`src/rtl/lsu_pkg.sv`:
```
// Shared types, default widths and sizing helpers for the load/store unit.
package lsu_pkg;

  localparam int unsigned LSU_ADDR_W  = 8;
  localparam int unsigned LSU_DATA_W  = 8;
  localparam int unsigned LSU_TIMEOUT = 16;

  typedef enum logic [1:0] {
    IDLE   = 2'd0,
    RD_REQ = 2'd1,
    WR_REQ = 2'd2,
    DONE   = 2'd3
  } lsu_state_e;

  // Counter width able to hold limit-1 (at least one bit).
  function automatic int unsigned cnt_width(input int unsigned limit);
    return (limit > 1) ? $clog2(limit) : 1;
  endfunction

endpackage

```
`src/rtl/lsu_if.sv`:
```
// Core request and data-memory handshake bundle; the LSU is the master.
interface lsu_if
  import lsu_pkg::*;
#(
  parameter int unsigned ADDR_W = LSU_ADDR_W,
  parameter int unsigned DATA_W = LSU_DATA_W
);

  logic              req_load;
  logic              req_store;
  logic [ADDR_W-1:0] req_addr;
  logic [DATA_W-1:0] req_wdata;
  logic              busy;
  logic              done;
  logic              error;
  logic [DATA_W-1:0] load_data;
  logic              mem_read_valid;
  logic [ADDR_W-1:0] mem_read_addr;
  logic              mem_read_ready;
  logic [DATA_W-1:0] mem_read_data;
  logic              mem_write_valid;
  logic [ADDR_W-1:0] mem_write_addr;
  logic [DATA_W-1:0] mem_write_data;
  logic              mem_write_ready;

  modport master (
    input  req_load, req_store, req_addr, req_wdata,
    output busy, done, error, load_data,
    output mem_read_valid, mem_read_addr,
    input  mem_read_ready, mem_read_data,
    output mem_write_valid, mem_write_addr, mem_write_data,
    input  mem_write_ready
  );

  modport slave (
    output req_load, req_store, req_addr, req_wdata,
    input  busy, done, error, load_data,
    input  mem_read_valid, mem_read_addr,
    output mem_read_ready, mem_read_data,
    input  mem_write_valid, mem_write_addr, mem_write_data,
    output mem_write_ready
  );

endinterface

```
`src/rtl/lsu_wait_timer.sv`:
```
// Wait-cycle counter for a memory handshake; expired flags TIMEOUT-1 reached.
module lsu_wait_timer
  import lsu_pkg::*;
#(
  parameter int unsigned TIMEOUT = LSU_TIMEOUT
) (
  input  logic clk,
  input  logic reset,
  input  logic clear,
  input  logic enable,
  output logic expired
);

  localparam int unsigned     CNT_W = cnt_width(TIMEOUT);
  localparam logic [CNT_W-1:0] LAST = CNT_W'(TIMEOUT - 1);

  logic [CNT_W-1:0] count;

  // Saturates at LAST so expired stays stable until cleared.
  always_ff @(posedge clk) begin
    if (reset || clear) begin
      count <= '0;
    end else if (enable && (count != LAST)) begin
      count <= count + CNT_W'(1);
    end
  end

  assign expired = (count == LAST);

endmodule

```
`src/rtl/load_store_unit.sv`:
```
// Single-outstanding load/store unit bridging core requests to a valid/ready data memory.
module load_store_unit
  import lsu_pkg::*;
#(
  parameter int unsigned ADDR_W  = LSU_ADDR_W,
  parameter int unsigned DATA_W  = LSU_DATA_W,
  parameter int unsigned TIMEOUT = LSU_TIMEOUT
) (
  input logic clk,
  input logic reset,
  lsu_if.master bus
);

  lsu_state_e        state, state_nxt;
  logic              err_q, err_nxt;
  logic              cap_addr, cap_wdata, cap_rdata;
  logic [ADDR_W-1:0] addr_q;
  logic [DATA_W-1:0] wdata_q;
  logic [DATA_W-1:0] load_data_q;
  logic              timer_clear, timer_enable, timer_expired;

  assign timer_clear  = (state == IDLE);
  assign timer_enable = ((state == RD_REQ) && !bus.mem_read_ready) ||
                        ((state == WR_REQ) && !bus.mem_write_ready);

  lsu_wait_timer #(.TIMEOUT(TIMEOUT)) u_wait_timer (
    .clk     (clk),
    .reset   (reset),
    .clear   (timer_clear),
    .enable  (timer_enable),
    .expired (timer_expired)
  );

  // State and error-flag register.
  always_ff @(posedge clk) begin
    if (reset) begin
      state <= IDLE;
      err_q <= 1'b0;
    end else begin
      state <= state_nxt;
      err_q <= err_nxt;
    end
  end

  // Next state; ready is checked before the timeout so a late ack still succeeds.
  always_comb begin
    state_nxt = state;
    err_nxt   = 1'b0;
    cap_addr  = 1'b0;
    cap_wdata = 1'b0;
    cap_rdata = 1'b0;
    case (state)
      IDLE: begin
        if (bus.req_load && bus.req_store) begin
          state_nxt = DONE;
          err_nxt   = 1'b1;
        end else if (bus.req_load) begin
          state_nxt = RD_REQ;
          cap_addr  = 1'b1;
        end else if (bus.req_store) begin
          state_nxt = WR_REQ;
          cap_addr  = 1'b1;
          cap_wdata = 1'b1;
        end
      end
      RD_REQ: begin
        if (bus.mem_read_ready) begin
          state_nxt = DONE;
          cap_rdata = 1'b1;
        end else if (timer_expired) begin
          state_nxt = DONE;
          err_nxt   = 1'b1;
        end
      end
      WR_REQ: begin
        if (bus.mem_write_ready) begin
          state_nxt = DONE;
        end else if (timer_expired) begin
          state_nxt = DONE;
          err_nxt   = 1'b1;
        end
      end
      DONE:    state_nxt = IDLE;
      default: state_nxt = IDLE;
    endcase
  end

  // Request and read-data capture registers.
  always_ff @(posedge clk) begin
    if (reset) begin
      addr_q      <= '0;
      wdata_q     <= '0;
      load_data_q <= '0;
    end else begin
      if (cap_addr)  addr_q      <= bus.req_addr;
      if (cap_wdata) wdata_q     <= bus.req_wdata;
      if (cap_rdata) load_data_q <= bus.mem_read_data;
    end
  end

  assign bus.busy            = (state != IDLE);
  assign bus.done            = (state == DONE);
  assign bus.error           = (state == DONE) && err_q;
  assign bus.load_data       = load_data_q;
  assign bus.mem_read_valid  = (state == RD_REQ);
  assign bus.mem_read_addr   = addr_q;
  assign bus.mem_write_valid = (state == WR_REQ);
  assign bus.mem_write_addr  = addr_q;
  assign bus.mem_write_data  = wdata_q;

endmodule

```
`src/flat_wrapper.sv`:
```
// flat-port wrapper written by rule: the top's interface ports become plain ports
module load_store_unit_flat import lsu_pkg::*;
#(
  parameter int unsigned ADDR_W  = LSU_ADDR_W,
  parameter int unsigned DATA_W  = LSU_DATA_W,
  parameter int unsigned TIMEOUT = LSU_TIMEOUT
)
  (clk, reset, bus_req_load, bus_req_store, bus_req_addr, bus_req_wdata, bus_busy, bus_done, bus_error, bus_load_data, bus_mem_read_valid, bus_mem_read_addr, bus_mem_read_ready, bus_mem_read_data, bus_mem_write_valid, bus_mem_write_addr, bus_mem_write_data, bus_mem_write_ready);
  lsu_if #(.ADDR_W(ADDR_W), .DATA_W(DATA_W)) bus_i ();
  input logic clk;
  input logic reset;
  input wire logic [$bits(bus_i.req_load)-1:0] bus_req_load;
  input wire logic [$bits(bus_i.req_store)-1:0] bus_req_store;
  input wire logic [$bits(bus_i.req_addr)-1:0] bus_req_addr;
  input wire logic [$bits(bus_i.req_wdata)-1:0] bus_req_wdata;
  output wire logic [$bits(bus_i.busy)-1:0] bus_busy;
  output wire logic [$bits(bus_i.done)-1:0] bus_done;
  output wire logic [$bits(bus_i.error)-1:0] bus_error;
  output wire logic [$bits(bus_i.load_data)-1:0] bus_load_data;
  output wire logic [$bits(bus_i.mem_read_valid)-1:0] bus_mem_read_valid;
  output wire logic [$bits(bus_i.mem_read_addr)-1:0] bus_mem_read_addr;
  input wire logic [$bits(bus_i.mem_read_ready)-1:0] bus_mem_read_ready;
  input wire logic [$bits(bus_i.mem_read_data)-1:0] bus_mem_read_data;
  output wire logic [$bits(bus_i.mem_write_valid)-1:0] bus_mem_write_valid;
  output wire logic [$bits(bus_i.mem_write_addr)-1:0] bus_mem_write_addr;
  output wire logic [$bits(bus_i.mem_write_data)-1:0] bus_mem_write_data;
  input wire logic [$bits(bus_i.mem_write_ready)-1:0] bus_mem_write_ready;
  assign bus_i.req_load = bus_req_load;
  assign bus_i.req_store = bus_req_store;
  assign bus_i.req_addr = bus_req_addr;
  assign bus_i.req_wdata = bus_req_wdata;
  assign bus_busy = bus_i.busy;
  assign bus_done = bus_i.done;
  assign bus_error = bus_i.error;
  assign bus_load_data = bus_i.load_data;
  assign bus_mem_read_valid = bus_i.mem_read_valid;
  assign bus_mem_read_addr = bus_i.mem_read_addr;
  assign bus_i.mem_read_ready = bus_mem_read_ready;
  assign bus_i.mem_read_data = bus_mem_read_data;
  assign bus_mem_write_valid = bus_i.mem_write_valid;
  assign bus_mem_write_addr = bus_i.mem_write_addr;
  assign bus_mem_write_data = bus_i.mem_write_data;
  assign bus_i.mem_write_ready = bus_mem_write_ready;
  load_store_unit #(.ADDR_W(ADDR_W), .DATA_W(DATA_W), .TIMEOUT(TIMEOUT)) u_core (.clk(clk), .reset(reset), .bus(bus_i));
endmodule
```
`config.mk`:
```
export PLATFORM = sky130hd
export DESIGN_NAME = load_store_unit_flat
export DESIGN_NICKNAME = d
export VERILOG_FILES = /design/src/rtl/lsu_pkg.sv /design/src/rtl/lsu_if.sv /design/src/rtl/lsu_wait_timer.sv /design/src/rtl/load_store_unit.sv /design/src/flat_wrapper.sv
export SDC_FILE = /design/constraint.sdc
export NUM_CORES = 1
export LEC_CHECK = 0
export CORE_MARGIN = 3
export CORE_UTILIZATION = 42
export DETAILED_ROUTE_END_ITERATION = 16
export HOLD_SLACK_MARGIN = 0.06
export PLACE_DENSITY = 0.84
export SLEW_MARGIN = 20
export SYNTH_ARGS = -nofsm -noshare
export SYNTH_HDL_FRONTEND = slang
export SYNTH_SLANG_ARGS = --single-unit
```
`constraint.sdc`:
```
create_clock -name clk -period 2.9 [get_ports clk]
set_input_delay 0.58 -clock clk [delete_from_list [all_inputs] [get_ports clk]]
set_output_delay 0.58 -clock clk [all_outputs]
set_load 0.05 [all_outputs]
```
==> flow_summary.json, run 1 <==
{
  "critPathTopFamily": "buffers and inverters",
  "clk_transition_reported_paths_ps": 100,
  "leakage_nw": 0.7784,
  "cp.buffers_inverters": 2,
  "drive_gt1_frac": 0.06579,
  "wl_per_cell_um": 13.39,
  "initial_core_util": 0.4616,
  "critPathLaunchType": "register",
  "ioPinCount": 67,
  "hold_viol_final": 0,
  "slowest_delay_ps": 730,
  "cp-end-kind": "primary output",
  "synthAdderAreaFrac": 0.04673,
  "cts_hold_buf": 0,
  "drtPass1Iterations": 4,
  "synth.net_count": 201,
  "tns_ps": 0,
  "antenna_found_initial": 0,
  "final_cell_mix": "66 x clkdlybuf4s50_1, 45 x nand2_1, 31 x dfxtp_1, 25 x a21oi_1, 10 x nand3_1",
  "gp_congestion": 0.8073,
  "worst_slack_ps": 316.1,
  "grt_pass1_wl_mm": 6.016,
  "worstMarginPinSlew_ps": 527.5,
  "hpwl_mm": 2.801,
  "die_width_um": 62.46,
  "insertion_delay_ps": 320,
  "crit_required_ps": 2320,
  "cp_slowest_cell": "clkdlybuf4s50_1",
  "maxCapViolCount": 0,
  "crit_fanout": 8,
  "cts.sinks": 31,
  "post_cts_buffers": 0,
  "synth_area_um2": 1339,
  "first_iter_violations": 68,
  "finalWirelength_mm": 3.616,
  "grt_max_degree": 25,
  "skew_ps": 3.388,
  "cts_max_path_buffers": 2,
  "synthMuxAreaShare": 0,
  "syn_to_final_growth_pct": 54.67,
  "final_common_cell": "clkdlybuf4s50_1",
  "p_per_area_nw_per_um2": 558.5,
  "finalSetupViolCount": 0,
  "ctsResizeCount": 0,
  "via_per_inst": 4.967,
  "path_cells": "nor2_1 > inv_1 > clkdlybuf4s50_1",
  "cts_tree": "yes",
  "fmax_mhz": 387.0,
  "vias": 1341,
  "synth-seq-area-share": 0.4636,
  "final_nets": 262,
  "rsz0062_at_grt": "false",
  "groute.usage.overall": 0.1909,
  "min_path_type": "register to register",
  "finalCriticalPeriod_ps": 2584,
  "n_antenna_cell": 0,
  "synth_top_family_by_area": "simple AND/OR/NAND/NOR gates",
  "synth_xor_xnor_area_share": 0.006542,
  "synth-seq-cells": 31,
  "post-route-period-util": 0.8910,
  "synth_cells": 166,
  "die-area_um2": 3901,
  "relSlewSlack": 0.6472,
  "grt_pass1_vias": 1329,
  "coreArea_um2": 2900,
  "crit_arrival_ps": 2000,
  "yosys.area_share.simple": 0.2533,
  "cts.htree.levels": 2,
  "die_y_um": 62.46,
  "syn-mean-instance-area_um2": 8.065,
  "drc": 0,
  "outcome": "finished clean",
  "worst-setup-path-type": "register to primary output",
  "cts_made_buffers": 5,
  "yosys_warnings": 0,
  "maxSlewViolCount": 0,
  "synth_compound_area_frac": 0.1486,
  "cts_root_buf": "clkbuf_4",
  "dp_slack_ps": 732.8,
  "rows": 19,
  "globalRouteOverflowTotal": 0,
  "postRouteAntennaNets": 0,
  "synth_cell_types": 27,
  "vdd_ir_drop_max_v": 0.0003785,
  "port_buffers": 66
}
-- registers in the layout, indices dropped and copies added (netlist names) --
name	count
u_core.bus.load_data	8
u_core.bus.mem_read_addr	8
u_core.bus.mem_write_data	8
u_core.err_q	1
u_core.state	2
u_core.u_wait_timer.count	4
-- worst reg2reg max path, cell delays in order (launching register included) --
cell      delay (ps)
dfxtp_1          350
ha_1             220
and3_1           220
o21bai_2         240
or3_1            320
a21oi_1          140
-- synthesized netlist by cell type (all sizes together) --
cell / n / area [µm²]
nand2: 45 / 168.9
nor3b: 2 / 25.02
ha: 5 / 62.56
or2: 2 / 12.52
a21oi: 25 / 125.1
a21o: 1 / 7.510
buf: 11 / 75.07
o21bai: 2 / 18.77
xor2: 1 / 8.760
nand3: 10 / 50.05
or3: 1 / 6.260
a22oi: 1 / 7.510
nor2b: 1 / 6.260
and3: 2 / 12.51
inv: 5 / 18.77
and4b: 1 / 10.01
nor2: 6 / 22.52
and2: 3 / 18.77
a221oi: 2 / 17.52
a211oi: 1 / 7.510
dfxtp: 31 / 620.6
clkbuf: 4 / 15.01
o21ai: 3 / 15.01
nand2b: 1 / 6.260
-- routing by layer --
| metal | wire length (µm) | up-vias | global-route usage |
|---|---|---|---|
| li1 | - | 666 | - |
| met1 | 1477 | 606 | 0.2124 |
| met2 | 1808 | 62 | 0.3342 |
| met3 | 291 | 7 | 0.05576 |
| met4 | 40 | 0 | 0.08540 |
| met5 | 0 | - | 0 |
-- cell families (layout without fill, tap and decap cells) --
kind of cell,after synthesis,after routing
buffers and inverters,20,82
xor gates and xnor gates,1,1
AOI/OAI and AO/OA,35,35
adders and majority gates,5,5
and+or+nand+nor,74,74
DFF,31,31
-- path summary, 6_finish.rpt --
| check | from | endpoint | slack (ps) | cells after the start |
|---|---|---|---|---|
| worst min-delay path | u_core.bus.mem_write_data[7]$_SDFFE_PP0P_ | u_core.bus.mem_write_data[7]$_SDFFE_PP0P_ | 460 | 2 |
| worst max register to register | u_core.u_wait_timer.count[0]$_SDFFE_PP0P_ | u_core.u_wait_timer.count[3]$_SDFFE_PP0P_ | 1360 | 5 |
| worst max-delay path | u_core.state[1]$_SDFFE_PP0P_ | bus_busy | 320 | 3 |
| worst min register to register | u_core.bus.mem_write_data[7]$_SDFFE_PP0P_ | u_core.bus.mem_write_data[7]$_SDFFE_PP0P_ | 460 | 2 |
-- where the power goes --
group / total [mW] / leakage, nW / internal, mW / switching (mW)
registers: 0.471 / 0.253 / 0.450 / 0.0204
logic: 0.334 / 0.478 / 0.125 / 0.209
clock network: 0.352 / 0.0482 / 0.204 / 0.148
total: 1.16 / 0.778 / 0.779 / 0.378
-- stage by stage --
step | utilization | std cells | hold slack, ps | total power, mW | cell area (µm²)
floorplan | - | 166 | 445.2 | 0.6924 | 1339
global placement | 0.6842 | 262 | 442.3 | 0.8032 | 1984
detailed placement | 0.6842 | 262 | 449.4 | 0.8144 | 1984
CTS | 0.7140 | 270 | 463.5 | 1.163 | 2071
global route | 0.7140 | 270 | 484.5 | 1.203 | 2071
finish | 0.7140 | 270 | 462.7 | 1.157 | 2071
-- area by class of cell --
class                      count  area (µm²)
clock buffer                   6       51.30
clock inverter                 2       35.03
fill                         242       829.5
inverter                       5       18.77
multi-input combinational    115       609.3
sequential                    31       620.6
tap                           42       52.55
timing repair buffer          69       683.2
(Power assumes the default switching activity.)
==> run 2, diff against run 1 <==
SLEW_MARGIN = 15   (was 20)
==> results of run 2 <==
The final DEF is identical to that of run 1; final timing and power are the same.
==> patch, RTL diff (flow settings as in run 2) <==
Set the package constant `LSU_ADDR_W` to 9 (it was 8).
--- a/src/rtl/lsu_pkg.sv
+++ b/src/rtl/lsu_pkg.sv
@@ -1,7 +1,7 @@
 // Shared types, default widths and sizing helpers for the load/store unit.
 package lsu_pkg;
 
-  localparam int unsigned LSU_ADDR_W  = 8;
+  localparam int unsigned LSU_ADDR_W  = 9;
   localparam int unsigned LSU_DATA_W  = 8;
   localparam int unsigned LSU_TIMEOUT = 16;
 
Ports: changed (resized bus_mem_read_addr, bus_mem_write_addr and bus_req_addr); port bits go from 67 to 70. The function was not compared with the original's and may differ.
==> patch against run 2 <==
Worst hold slack worse by 0.0048 ns; sequential cell count up 1; total power grew 0.86%; critical endpoint unchanged; final cell count grew 3.0%; synthesized area increased by 3.0%; cell area rose by 2.3%; routed wire length is 3.7% lower; largest power group unchanged; worst setup slack worse by 0.015 ns.
==> patch: results (changes against run 2) <==
\begin{tabular}{lr}
\hline
Metric & Value \\
\hline
\multicolumn{2}{l}{\textbf{Setup path}} \\
Worst Reg-to-Reg Cells & 4 (-1) \\
Worst reg2reg endpoint & u\_core.bus.mem\_read\_addr[6] \\
Critical Path Max Stage Delay & 0.73 ns (about the same) \\
\multicolumn{2}{l}{\textbf{Timing}} \\
Actual slew at the worst max-slew pin & 0.618 ns (+0.0902 ns) \\
Worst clock skew & 0.00591 ns (+0.00252 ns) \\
Final setup margin & 0.301 ns (-0.0151 ns) \\
\multicolumn{2}{l}{\textbf{Logic synthesis}} \\
Cell types with the largest area share after synthesis & sky130\_fd\_sc\_hd\_\_dfxtp\_1, sky130\_fd\_sc\_hd\_\_nand2\_1, sky130\_fd\_sc\_hd\_\_a21oi\_1 \\
Portion of the post-synthesis area used by sequential elements & 46.5\% (+0.11 points) \\
Mean instance size in the synthesized netlist & 8.06 µm² (about the same) \\
Net count after synthesis & 207 (+3.0\%) \\
Most used standard cells in the synthesized netlist & sky130\_fd\_sc\_hd\_\_nand2\_1, sky130\_fd\_sc\_hd\_\_dfxtp\_1, sky130\_fd\_sc\_hd\_\_a21oi\_1 \\
\multicolumn{2}{l}{\textbf{Routing}} \\
DRC violation total after the first TritonRoute iteration & 93 (+37\%) \\
Via Count & 1361 (+1.5\%) \\
Detailed-route wire length per cell & 12.5 µm (-6.5\%) \\
\multicolumn{2}{l}{\textbf{GRT}} \\
Total Routing Usage GR & 18.8\% (-0.27 points) \\
Largest net degree at the start of global routing & 18 (-28\%) \\
First-pass GRT wire length & 5860 µm (-2.6\%) \\
Number of global-route vias before repair & 1284 (-3.4\%) \\
\multicolumn{2}{l}{\textbf{Placement}} \\
Estimated wirelength of the detail-placed design & 2640 µm (-5.8\%) \\
Routability Congestion & 0.714 (-12\%) \\
PortBufs & 69 (+4.5\%) \\
Worst-case setup slack after placement & 0.699 ns (-0.0335 ns) \\
\multicolumn{2}{l}{\textbf{Cells and area}} \\
\# nets final & 269 (+2.7\%) \\
Number of fill cells in the layout & 266 (+9.9\%) \\
Share of layout cells above drive strength 1 & 5.56\% (-1.0 points) \\
\multicolumn{2}{l}{\textbf{Clock tree}} \\
Clock network latency to the later pin of the worst-skew pair & 0.34 ns (+0.02 ns) \\
\multicolumn{2}{l}{\textbf{Status}} \\
Result of the run & finished clean \\
\multicolumn{2}{l}{\textbf{Power and ir drop}} \\
Static Leak & 0.790 nW (+1.5\%) \\
Maximum VDD drop & 0.000367 V (-3.1\%) \\
Net switching power & 0.391 mW (+3.5\%) \\
\hline
\end{tabular}
[patch: worst min path at each step]
stage                                 startpoint                            to  slack [ns]  depth (start not counted)
global placement    u_core.bus.mem_write_data[7]  u_core.bus.mem_write_data[7]        0.44                          2
global route        u_core.bus.mem_write_data[6]  u_core.bus.mem_write_data[6]        0.49                          2
floorplan           u_core.u_wait_timer.count[2]  u_core.u_wait_timer.count[2]        0.45                          2
CTS                 u_core.bus.mem_write_data[3]  u_core.bus.mem_write_data[3]        0.46                          2
detailed placement  u_core.bus.mem_write_data[3]  u_core.bus.mem_write_data[3]        0.45                          2
finish              u_core.bus.mem_write_data[6]  u_core.bus.mem_write_data[6]        0.46                          2
[patch: power by group through the flow]
stage	registers, mW	logic, mW	clock network [mW]
6_report	0.485	0.348	0.334
5_1_grt	0.490	0.369	0.363
4_1_cts	0.485	0.349	0.342
3_5_place_dp	0.496	0.348	0
3_3_place_gp	0.493	0.343	0
2_1_floorplan	0.563	0.157	0
[patch: final cells by class]
cell class	instances	area, µm²	share of cell area, %
Clock buffer	6	41.3	1.95
Clock inverter	2	35.0	1.65
Inverter	5	18.8	0.886
Multi-Input combinational cell	118	622	29.4
Sequential cell	32	641	30.2
Tap cell	44	55.1	2.60
Timing Repair Buffer	71	706	33.3
[patch: cell families after synthesis]
family	synth area share, %
DFF	46.5
and+or+nand+nor	25.1
adders and majority gates	4.54
xor gates and xnor gates	0.635
AOI/OAI and AO/OA	14.8
buffers and inverters	8.44
[patch: per-stage QoR]
stage                     utilization, %  area [µm²]
after floorplan                        -        1380
after detailed placement            65.8        2040
final                               68.3        2120
after CTS                           68.3        2120
after global placement              65.8        2040
after global routing                68.3        2120
[patch: layer usage]
metal  part of all wire, %  track usage (%)  vias up  routed length [µm]
met5                     0                0        -                   0
met4                   2.0             7.28        0                  71
met3                   7.4             6.60        9                 257
met2                    46             31.4       53                1610
met1                    44             22.1      619                1540
li1                      -                -      680                   -
[patch: worst reg2reg max path: cells and delay by family, from the launching register on]
kind               cells  cell delay (ns)
DFF                    1             0.39
and+or+nand+nor        3             0.95
AOI/OAI and AO/OA      1             0.13
